===== src/rtl/bp_be_pkg.sv =====
// Shared types for the BE issue queue.
//   bp_be_iq_state_e : sequencing state of the issue-queue pointer controller.
//                      RUN     - normal enqueue/issue traffic.
//                      RECOVER - one-cycle bubble after a clear or rollback,
//                                giving the regfile preread time to refetch.
package bp_be_pkg;

  typedef enum logic {
    e_iq_run     = 1'b0,
    e_iq_recover = 1'b1
  } bp_be_iq_state_e;

endpackage


===== src/rtl/bp_be_issue_queue_ctrl.sv =====
// Pointer/sequencing controller for the BE issue queue storage.
// Keeps three circular pointers (write/enq, read/speculative issue,
// commit/retired), each one bit wider than the storage index so that full and
// empty can be told apart by the wrap bit.
// Ports:
//   clk_i, reset_n_i     clock, asynchronous active-low reset
//   enq_v_i / ready_o    FE enqueue handshake; waddr_o is the write index
//   v_o / yumi_i         ISD issue handshake; raddr_o is the read index
//   preissue_addr_o      read index for the next cycle (regfile preread)
//   deq_v_i              commit oldest issued entry
//   roll_v_i             rewind read pointer to the commit pointer
//   clr_v_i              drop all unissued entries
//   empty_o              nothing in flight (write ptr == commit ptr)
module bp_be_issue_queue_ctrl
  import bp_be_pkg::*;
#(
  parameter  int els_p        = 16,
  localparam int ptr_width_lp = $clog2(els_p)
) (
  input  logic                    clk_i,
  input  logic                    reset_n_i,
  input  logic                    enq_v_i,
  output logic                    ready_o,
  output logic [ptr_width_lp-1:0] waddr_o,
  output logic                    v_o,
  input  logic                    yumi_i,
  output logic [ptr_width_lp-1:0] raddr_o,
  output logic [ptr_width_lp-1:0] preissue_addr_o,
  input  logic                    deq_v_i,
  input  logic                    roll_v_i,
  input  logic                    clr_v_i,
  output logic                    empty_o
);

  localparam int pw_lp = ptr_width_lp + 1;

  logic [pw_lp-1:0] wptr_q, wptr_d;
  logic [pw_lp-1:0] rptr_q, rptr_d;
  logic [pw_lp-1:0] cptr_q, cptr_d;
  bp_be_iq_state_e  state_q, state_d;

  logic run, full;
  logic enq_acc, yumi_acc, deq_acc;

  assign run  = (state_q == e_iq_run);
  // Same slot but different lap: the writer is a whole queue ahead of commit.
  assign full = (wptr_q[ptr_width_lp-1:0] == cptr_q[ptr_width_lp-1:0])
              & (wptr_q[ptr_width_lp] != cptr_q[ptr_width_lp]);

  assign ready_o = ~full & run;
  assign v_o     = (rptr_q != wptr_q) & run;
  assign empty_o = (wptr_q == cptr_q);
  assign waddr_o = wptr_q[ptr_width_lp-1:0];
  assign raddr_o = rptr_q[ptr_width_lp-1:0];

  assign enq_acc  = enq_v_i & ready_o;
  assign yumi_acc = yumi_i & v_o;
  // A commit with nothing in flight is a protocol error; drop it rather than
  // let the commit pointer overtake the write pointer.
  assign deq_acc  = deq_v_i & ~empty_o;

  always_comb begin
    cptr_d  = cptr_q + pw_lp'(deq_acc);
    rptr_d  = rptr_q + pw_lp'(yumi_acc);
    wptr_d  = wptr_q + pw_lp'(enq_acc);
    state_d = e_iq_run;

    if (clr_v_i) begin
      // Clear discards unissued work; with a simultaneous rollback the read
      // pointer rewinds first and the write pointer follows it.
      rptr_d = roll_v_i ? cptr_d : rptr_q;
      wptr_d = rptr_d;
    end else if (roll_v_i) begin
      rptr_d = cptr_d;
    end

    if (run && (clr_v_i || roll_v_i)) begin
      state_d = e_iq_recover;
    end
  end

  // Next-cycle read index so the regfile preread lands one cycle early.
  assign preissue_addr_o = rptr_d[ptr_width_lp-1:0];

  always_ff @(posedge clk_i or negedge reset_n_i) begin
    if (!reset_n_i) begin
      wptr_q  <= '0;
      rptr_q  <= '0;
      cptr_q  <= '0;
      state_q <= e_iq_run;
    end else begin
      wptr_q  <= wptr_d;
      rptr_q  <= rptr_d;
      cptr_q  <= cptr_d;
      state_q <= state_d;
    end
  end

  a_yumi_needs_v : assert property (@(posedge clk_i) disable iff (!reset_n_i)
                                    yumi_i |-> v_o);
  a_deq_needs_work : assert property (@(posedge clk_i) disable iff (!reset_n_i)
                                      deq_v_i |-> !empty_o);

endmodule


===== config.mk =====
export PLATFORM = sky130hd
export DESIGN_NAME = bp_be_issue_queue_ctrl
export DESIGN_NICKNAME = d
export VERILOG_FILES = /design/src/rtl/bp_be_pkg.sv /design/src/rtl/bp_be_issue_queue_ctrl.sv
export SDC_FILE = /design/constraint.sdc
export NUM_CORES = 1
export LEC_CHECK = 0
export ABC_AREA = 1
export BUFFER_PORTS_ARGS = -buffer_cell sky130_fd_sc_hd__buf_2
export CAP_MARGIN = 10
export CORE_MARGIN = 1.5
export CORE_UTILIZATION = 40
export DETAILED_ROUTE_END_ITERATION = 12
export PLACE_DENSITY = 0.74
export SLEW_MARGIN = 30
export SYNTH_ARGS = -nofsm -noshare
export SYNTH_HDL_FRONTEND = slang
export SYNTH_SLANG_ARGS = --single-unit
export TNS_END_PERCENT = 100

===== constraint.sdc =====
create_clock -name clk_i -period 2.57 [get_ports clk_i]
set_clock_uncertainty 0.1 [all_clocks]
set_input_delay 0.514 -clock clk_i [delete_from_list [all_inputs] [get_ports clk_i]]
set_output_delay 0.514 -clock clk_i [all_outputs]
set_load 0.005 [all_outputs]

==> results.md, run 1 <==
* # DRC at 0
* Die H at roughly 56 um
* Failing checks: hold timing, setup timing
* Die Area at 3162 sq um
* Syn Area/Cell at 7.267 sq um
* Layout Area Growth over Synthesis at 47.79%
* Initial core utilization at 41.83%
* First-pass GRT wire length at 4892 um
* P_leak at 0.9015 nW
* CTS tree: yes
* DR vias at 1173
* Power Internal at 0.001182 W
* CP peak stage delay at 0.42 ns
* Initial antenna violation count at 0
* Hold Fails Final Rpt at 9
* Syn. warnings at 0
* CP Cell Sequence: inv_2, nand2_1, nand2_1, nor2_2, nand2_2, o21ai_2, inv_2, ha_4, ha_4, or2_1, nand3_1, o21ai_1, nand2_1, nand2_1, buf_2
* Req. time, crit path at 1.96 ns
* Syn Inst Count at 156
* Fill cell count at 234
* Slowest-stage cell, CP: dfrtp_1
* Root Buffer: clkbuf_4
* Pwr dens at 1201 nW/um^2
* WHS at -0.001558 ns
* Synth Register Bits at 16
* Worst Tran Pin Value at 0.3848 ns
* RSZ-0062 raised after global routing: yes
* Row count at 19
* Cell taking the most area after synthesis: dfrtp_1
* Mapped cell area at 1134 sq um
* Kind of end point of the critical path: primary output
* DR pass1 iterations at 4
* Crit Path Max Fanout at 4
* Final Worst Setup Slack at -0.3501 ns
* MaxCap Viol Count at 0
* Chip width at roughly 56 um
* Worst Path Buf+Inv at 3
* Crit path kind: flop to primary output
* Top cell family by delay on the critical path: simple AND/OR/NAND/NOR gates
* Period utilization at 113.6%
* Fin nets at between 200 and 250
* Commonest cells in the synthesized netlist: nand2_1, inv_1, nand3_1, dfrtp_1, buf_4
* Top post-synthesis cells by area: dfrtp_1, nand2_1, buf_4, nand3_1, ha_1
* Sw Pwr at 0.0008295 W
* Grt total ovfl at 0
* Post-synth top area share at 35.32%
* I/O Buffers at 21
* Drt wl/cell at 13.63 um
* Drt total wl at between 3000 and 4000 um
* Post-synthesis sequential area ratio at 35.32%
* Reg clk slew, reported paths at 0.11 ns
* Critical R2R Launch: wptr_q[3]$_DFF_PN0_
* GP Congestion at 0.9455
* Async set or reset register ratio after synthesis at 100.0%
* Largest net degree at the start of global routing at 17
* Combinational power share at between 60% and 70%
* Clk pwr share at 9.0%
* Most frequent cell after synthesis: nand2_1
* Global Route Usage Sum at 20.28%
* Final Max Tran Viols at 0
* Clock Tree Buf Depth at 2
* Final Critical Period at 2.920 ns
* Crit path DAT at 2.31 ns
* CP startpoint: wptr_q[3]$_DFF_PN0_
* Worst path most repeated cell: nand2_1
* Antenna diodes at 0
* Placed wire-length estimate at 1919 um
* Most used DFF post-synth: dfrtp_1
* Nature of the critical path startpoint: flop
* Pre-CTS WS at -0.06652 ns
* Clock Sinks at 16
* Synth cell types at 23
* Area after DPL at 1295 sq um
* Final setup fails at 6
* Net Sw Frac at 41.23%
* H-tree depth at 1
* Vias in the first global route at 1106
* DR vias/cell at 4.908
* Io pins at 22
* Status: finished, violations left
* VDD IR max at 766.3 uV
* Initial drt markers at 62
* Post-route cell area at 1675 sq um
* Mapped Nets at between 150 and 200
* Slew headroom at 74.34%
* Fin Setup TNS at -1.319 ns
* Max Fclk at 0.3425 GHz
* Ratio of cells with drive above 1 in the final layout at 47.12%
* Clock latency on the worst-skew pair at 0.32 ns
* Post-synth EDFFs at 0
* Total CTS buffers at 3
* Reg power frac at 24.1%
* CORE AREA at 2710 sq um
* Post-route ant nets at 0
* Class of the worst hold path: input pin to async pin
## registers in the layout, summed over array words and instances, names as in the netlist
register and cells:
rptr_q 5, wptr_q 5, cptr_q 5, state_q 1
## area by class of cell
cell class | count | area (sq um) | share of cell area [%]
repair buffers | 62 | 462.9 | 27.63
inverters | 21 | 78.83 | 4.705
clock buffers | 4 | 36.28 | 2.166
flip-flops and latches | 16 | 400.4 | 23.90
well taps | 31 | 38.79 | 2.315
multi-input cells | 105 | 658.1 | 39.28
## power by group through the flow
stage               clock (W)  combinational [W]  sequential, W
global route         0.000191            0.00147       0.000501
detailed placement          0           0.000852       0.000481
finish               0.000181            0.00134       0.000486
global placement            0           0.000841       0.000476
floorplan                   0           0.000569       0.000491
CTS                  0.000180            0.00108       0.000481
## per-stage QoR
step / util [%] / total power [W] / instances / hold WS (ns)
floorplan: - / 0.001060 / 156 / 0.1184
global placement: 47.78 / 0.001317 / 210 / 0.3144
detailed placement: 47.78 / 0.001334 / 210 / 0.3189
CTS: 55.86 / 0.001740 / 233 / 0.01423
global route: 61.82 / 0.002166 / 239 / 0.02461
finish: 61.82 / 0.002012 / 239 / -0.001558
## repair_timing
item | 4_1_cts | 5_1_grt
pin swaps | 14 | 13
resized for setup | 13 | 32
buffers inserted | 19 | 7
hold buffers | 0 | 0
setup endpoints to repair | 3 | 6
## cells in the final DEF (no fill, tap or decap), types with 3 or more instances in the layout
cell / n
inv_2: 4
o21ai_1: 3
clkbuf_4: 3
nor2_2: 4
nand4_1: 3
ha_4: 3
inv_1: 16
nand3_2: 5
nor2_1: 5
buf_6: 12
nand2_2: 9
nand3_1: 14
buf_2: 19
buf_4: 31
nand2_1: 41
dfrtp_1: 16
ha_2: 3
## worst paths after layout
kind                                             to  slack [ns]  cells past startpoint
max in group asynchronous       wptr_q[2]$_DFF_PN0_        2.08                      1
worst min-delay path            cptr_q[0]$_DFF_PN0_      -0.002                      1
min in group clk_i                state_q$_DFF_PN0_        0.33                      1
worst max register to register  wptr_q[4]$_DFF_PN0_        0.20                     17
worst min register to register    state_q$_DFF_PN0_        0.33                      1
worst max-delay path             preissue_addr_o[2]       -0.35                     15
## logic make-up after synthesis
group	share of synthesized area [%]
flops	35.32
simple gates	32.89
xor+xnor	4.526
fa+ha+maj	6.622
compound gates	4.635
buf+inv	16.00
## routing by layer
| layer | global-route usage, % | part of all wire (%) |
|---|---|---|
| met5 | 0 | 0 |
| met2 | 34.62 | 53 |
| met4 | 10.88 | 2.1 |
| met3 | 3.488 | 4.2 |
| met1 | 24.08 | 40 |
(Power assumes the default switching activity.)
==> run 2, diff against run 1 <==
PLACE_DENSITY = 0.72   (was 0.74)
clock period = 3.2 ns   (was 2.57 ns; I/O delays follow)
==> run 2 against run 1 <==
Net effect: the run now ends clean; register-to-register slack improved by 0.85 ns; total power down 40%; global-route usage down 4.0 points; core utilization decreased by 14 points; combinational power decreased by 53%; sequential power decreased by 13%; critical path depth unchanged; via count down 9.6%; die area unchanged; design area decreased by 22%; critical path type unchanged; largest power group unchanged; highest routed layer unchanged.
==> results.md, run 2 (same netlist as run 1, synthesis figures left out) <==
* Nature of the critical path startpoint: flop
* Pwr dens at 920.2 nW/um^2
* Vias in the first global route at 965
* Worst Tran Pin Value at 0.3841 ns
* Period utilization at 96.89%
* MaxCap Viol Count at 0
* Largest net degree at the start of global routing at 17
* Hold buffers post-CTS at 0
* Final Worst Setup Slack at 0.09937 ns
* Clock Tree Buf Depth at 2
* Hold Fails Final Rpt at 0
* Fin Setup TNS at 0 ns
* CORE AREA at approximately 2700 sq um
* Die Area at between 3000 and 4000 sq um
* Root Buffer: clkbuf_4
* Reg clk slew, reported paths at 0.11 ns
* DR pass1 iterations at 5
* Slowest-stage cell, CP: dfrtp_2
* Worst path most repeated cell: nand2_1
* Status: complete, no violations
* Grt total ovfl at 0
* GP Congestion at 0.8032
* Fin nets at about 190
* Most frequent cells in the layout: nand2_1, buf_2, inv_1
* CP Cell Sequence: inv_2, nand2_1, nand2_1, nor2_2, nand2_1, o21ai_1, inv_1, ha_2, ha_2, or2_1, nand3_2, o21ai_1, nand2_1, nand2_1, buf_2
* H-tree depth at 1
* Initial drt markers at 34
* I/O Buffers at 21
* CP startpoint: wptr_q[2]$_DFF_PN0_
* Global Route Usage Sum at 16.29%
* Crit path DAT at roughly 2.4 ns
* Placed wire-length estimate at 1861 um
* Ratio of cells with drive above 1 in the final layout at between 20% and 30%
* Pre-CTS WS at 0.2949 ns
* Req. time, crit path at roughly 2.5 ns
* Crit Path Max Fanout at 5
* Drt total wl at 2615 um
* # DRC at 0
* Drt wl/cell at 12.57 um
* Io pins at 22
* Max Fclk at 0.3225 GHz
* Slew headroom at 74.39%
* First-pass GRT wire length at approximately 4100 um
* P_leak at 0.7250 nW
* Crit path kind: flop to primary output
* CP peak stage delay at 0.44 ns
* Clock Sinks at 16
* Most common cell after layout, fill and taps aside: nand2_1
* Initial core utilization at 41.83%
* Final Critical Period at between 3 and 4 ns
* Clock latency on the worst-skew pair at 0.30 ns
* Layout Area Growth over Synthesis at 15.12%
* Kind of end point of the critical path: primary output
* Final Max Tran Viols at 0
* Final setup fails at 0
* DR vias/cell at 5.096
* Die H at 56.24 um
* VDD IR max at 554.1 uV
* Largest regs: cptr_q (5), rptr_q (5), wptr_q (5)
* Final core occ at 48.15%
* Total CTS buffers at 3
* Row count at 19
* Class of the worst hold path: input pin to async pin
* DR vias at 1060
* Chip width at 56.24 um
* R2r setup slk at 1.05 ns
* Antenna diodes at 0
* Post-route ant nets at 0
* Critical R2R Launch: wptr_q[2]$_DFF_PN0_
* Initial antenna violation count at 0
* CTS tree: yes
## run 2: changes by cell type in the layout (fill, tap and decap cells not counted), sizes merged
cell	previous run	this run
buf	62	31
## run 2: critical path: cells and delay by family (launching register included)
family	cells	cell delay (ns)
buf+inv	3	0.23
flops	1	0.44
simple gates	8	0.80
compound gates	2	0.22
fa+ha+maj	2	0.36
## run 2: where the power goes
part	internal (W)	switching [W]
clock	0.0000694	0.0000726
sequential	0.000296	0.000127
combinational	0.000301	0.000335
total	0.000667	0.000534
## run 2: repair_timing
action / CTS / global route
setup buffers: 1 / 9
pin swaps: 0 / 4
endpoints found under the setup margin: 1 / 1
resized for setup: 2 / 9
## run 2: area by class of cell
| type | instances | area [sq um] |
|---|---|---|
| clock buffer | 4 | 36.28 |
| fill | 285 | 1405 |
| multi-input combinational | 105 | 566.8 |
| tap | 31 | 38.79 |
| timing repair buffer | 31 | 180.2 |
| inverter | 21 | 78.83 |
| sequential | 16 | 404.1 |
## run 2: path summary, 6_finish.rpt
| path | cells after the start | to |
|---|---|---|
| setup reg to reg | 14 | wptr_q[2]$_DFF_PN0_ |
| max in group asynchronous | 1 | wptr_q[1]$_DFF_PN0_ |
| hold / removal | 1 | cptr_q[3]$_DFF_PN0_ |
| hold reg to reg | 1 | state_q$_DFF_PN0_ |
| min in group clk_i | 1 | state_q$_DFF_PN0_ |
| setup / recovery | 15 | preissue_addr_o[2] |
## run 2: routing by layer
metal,GRT usage (%),vias to the layer above,share of wire [%]
met5,0,-,0
met4,7.823,0,1.5
met3,1.628,7,4.4
met2,28.24,36,50
met1,20.09,498,44
li1,-,519,-
## run 2: stage by stage
stage          hold slack (ns)  std cells  cell area [sq um]  total power [W]
6_report                0.1353        208               1305         0.001201
5_1_grt                 0.1642        208               1305         0.001307
4_1_cts                 0.1569        199               1220         0.001098
3_5_place_dp            0.3177        194               1175        0.0009492
3_3_place_gp            0.3172        194               1175        0.0009281
2_1_floorplan           0.2444        156               1134        0.0008512
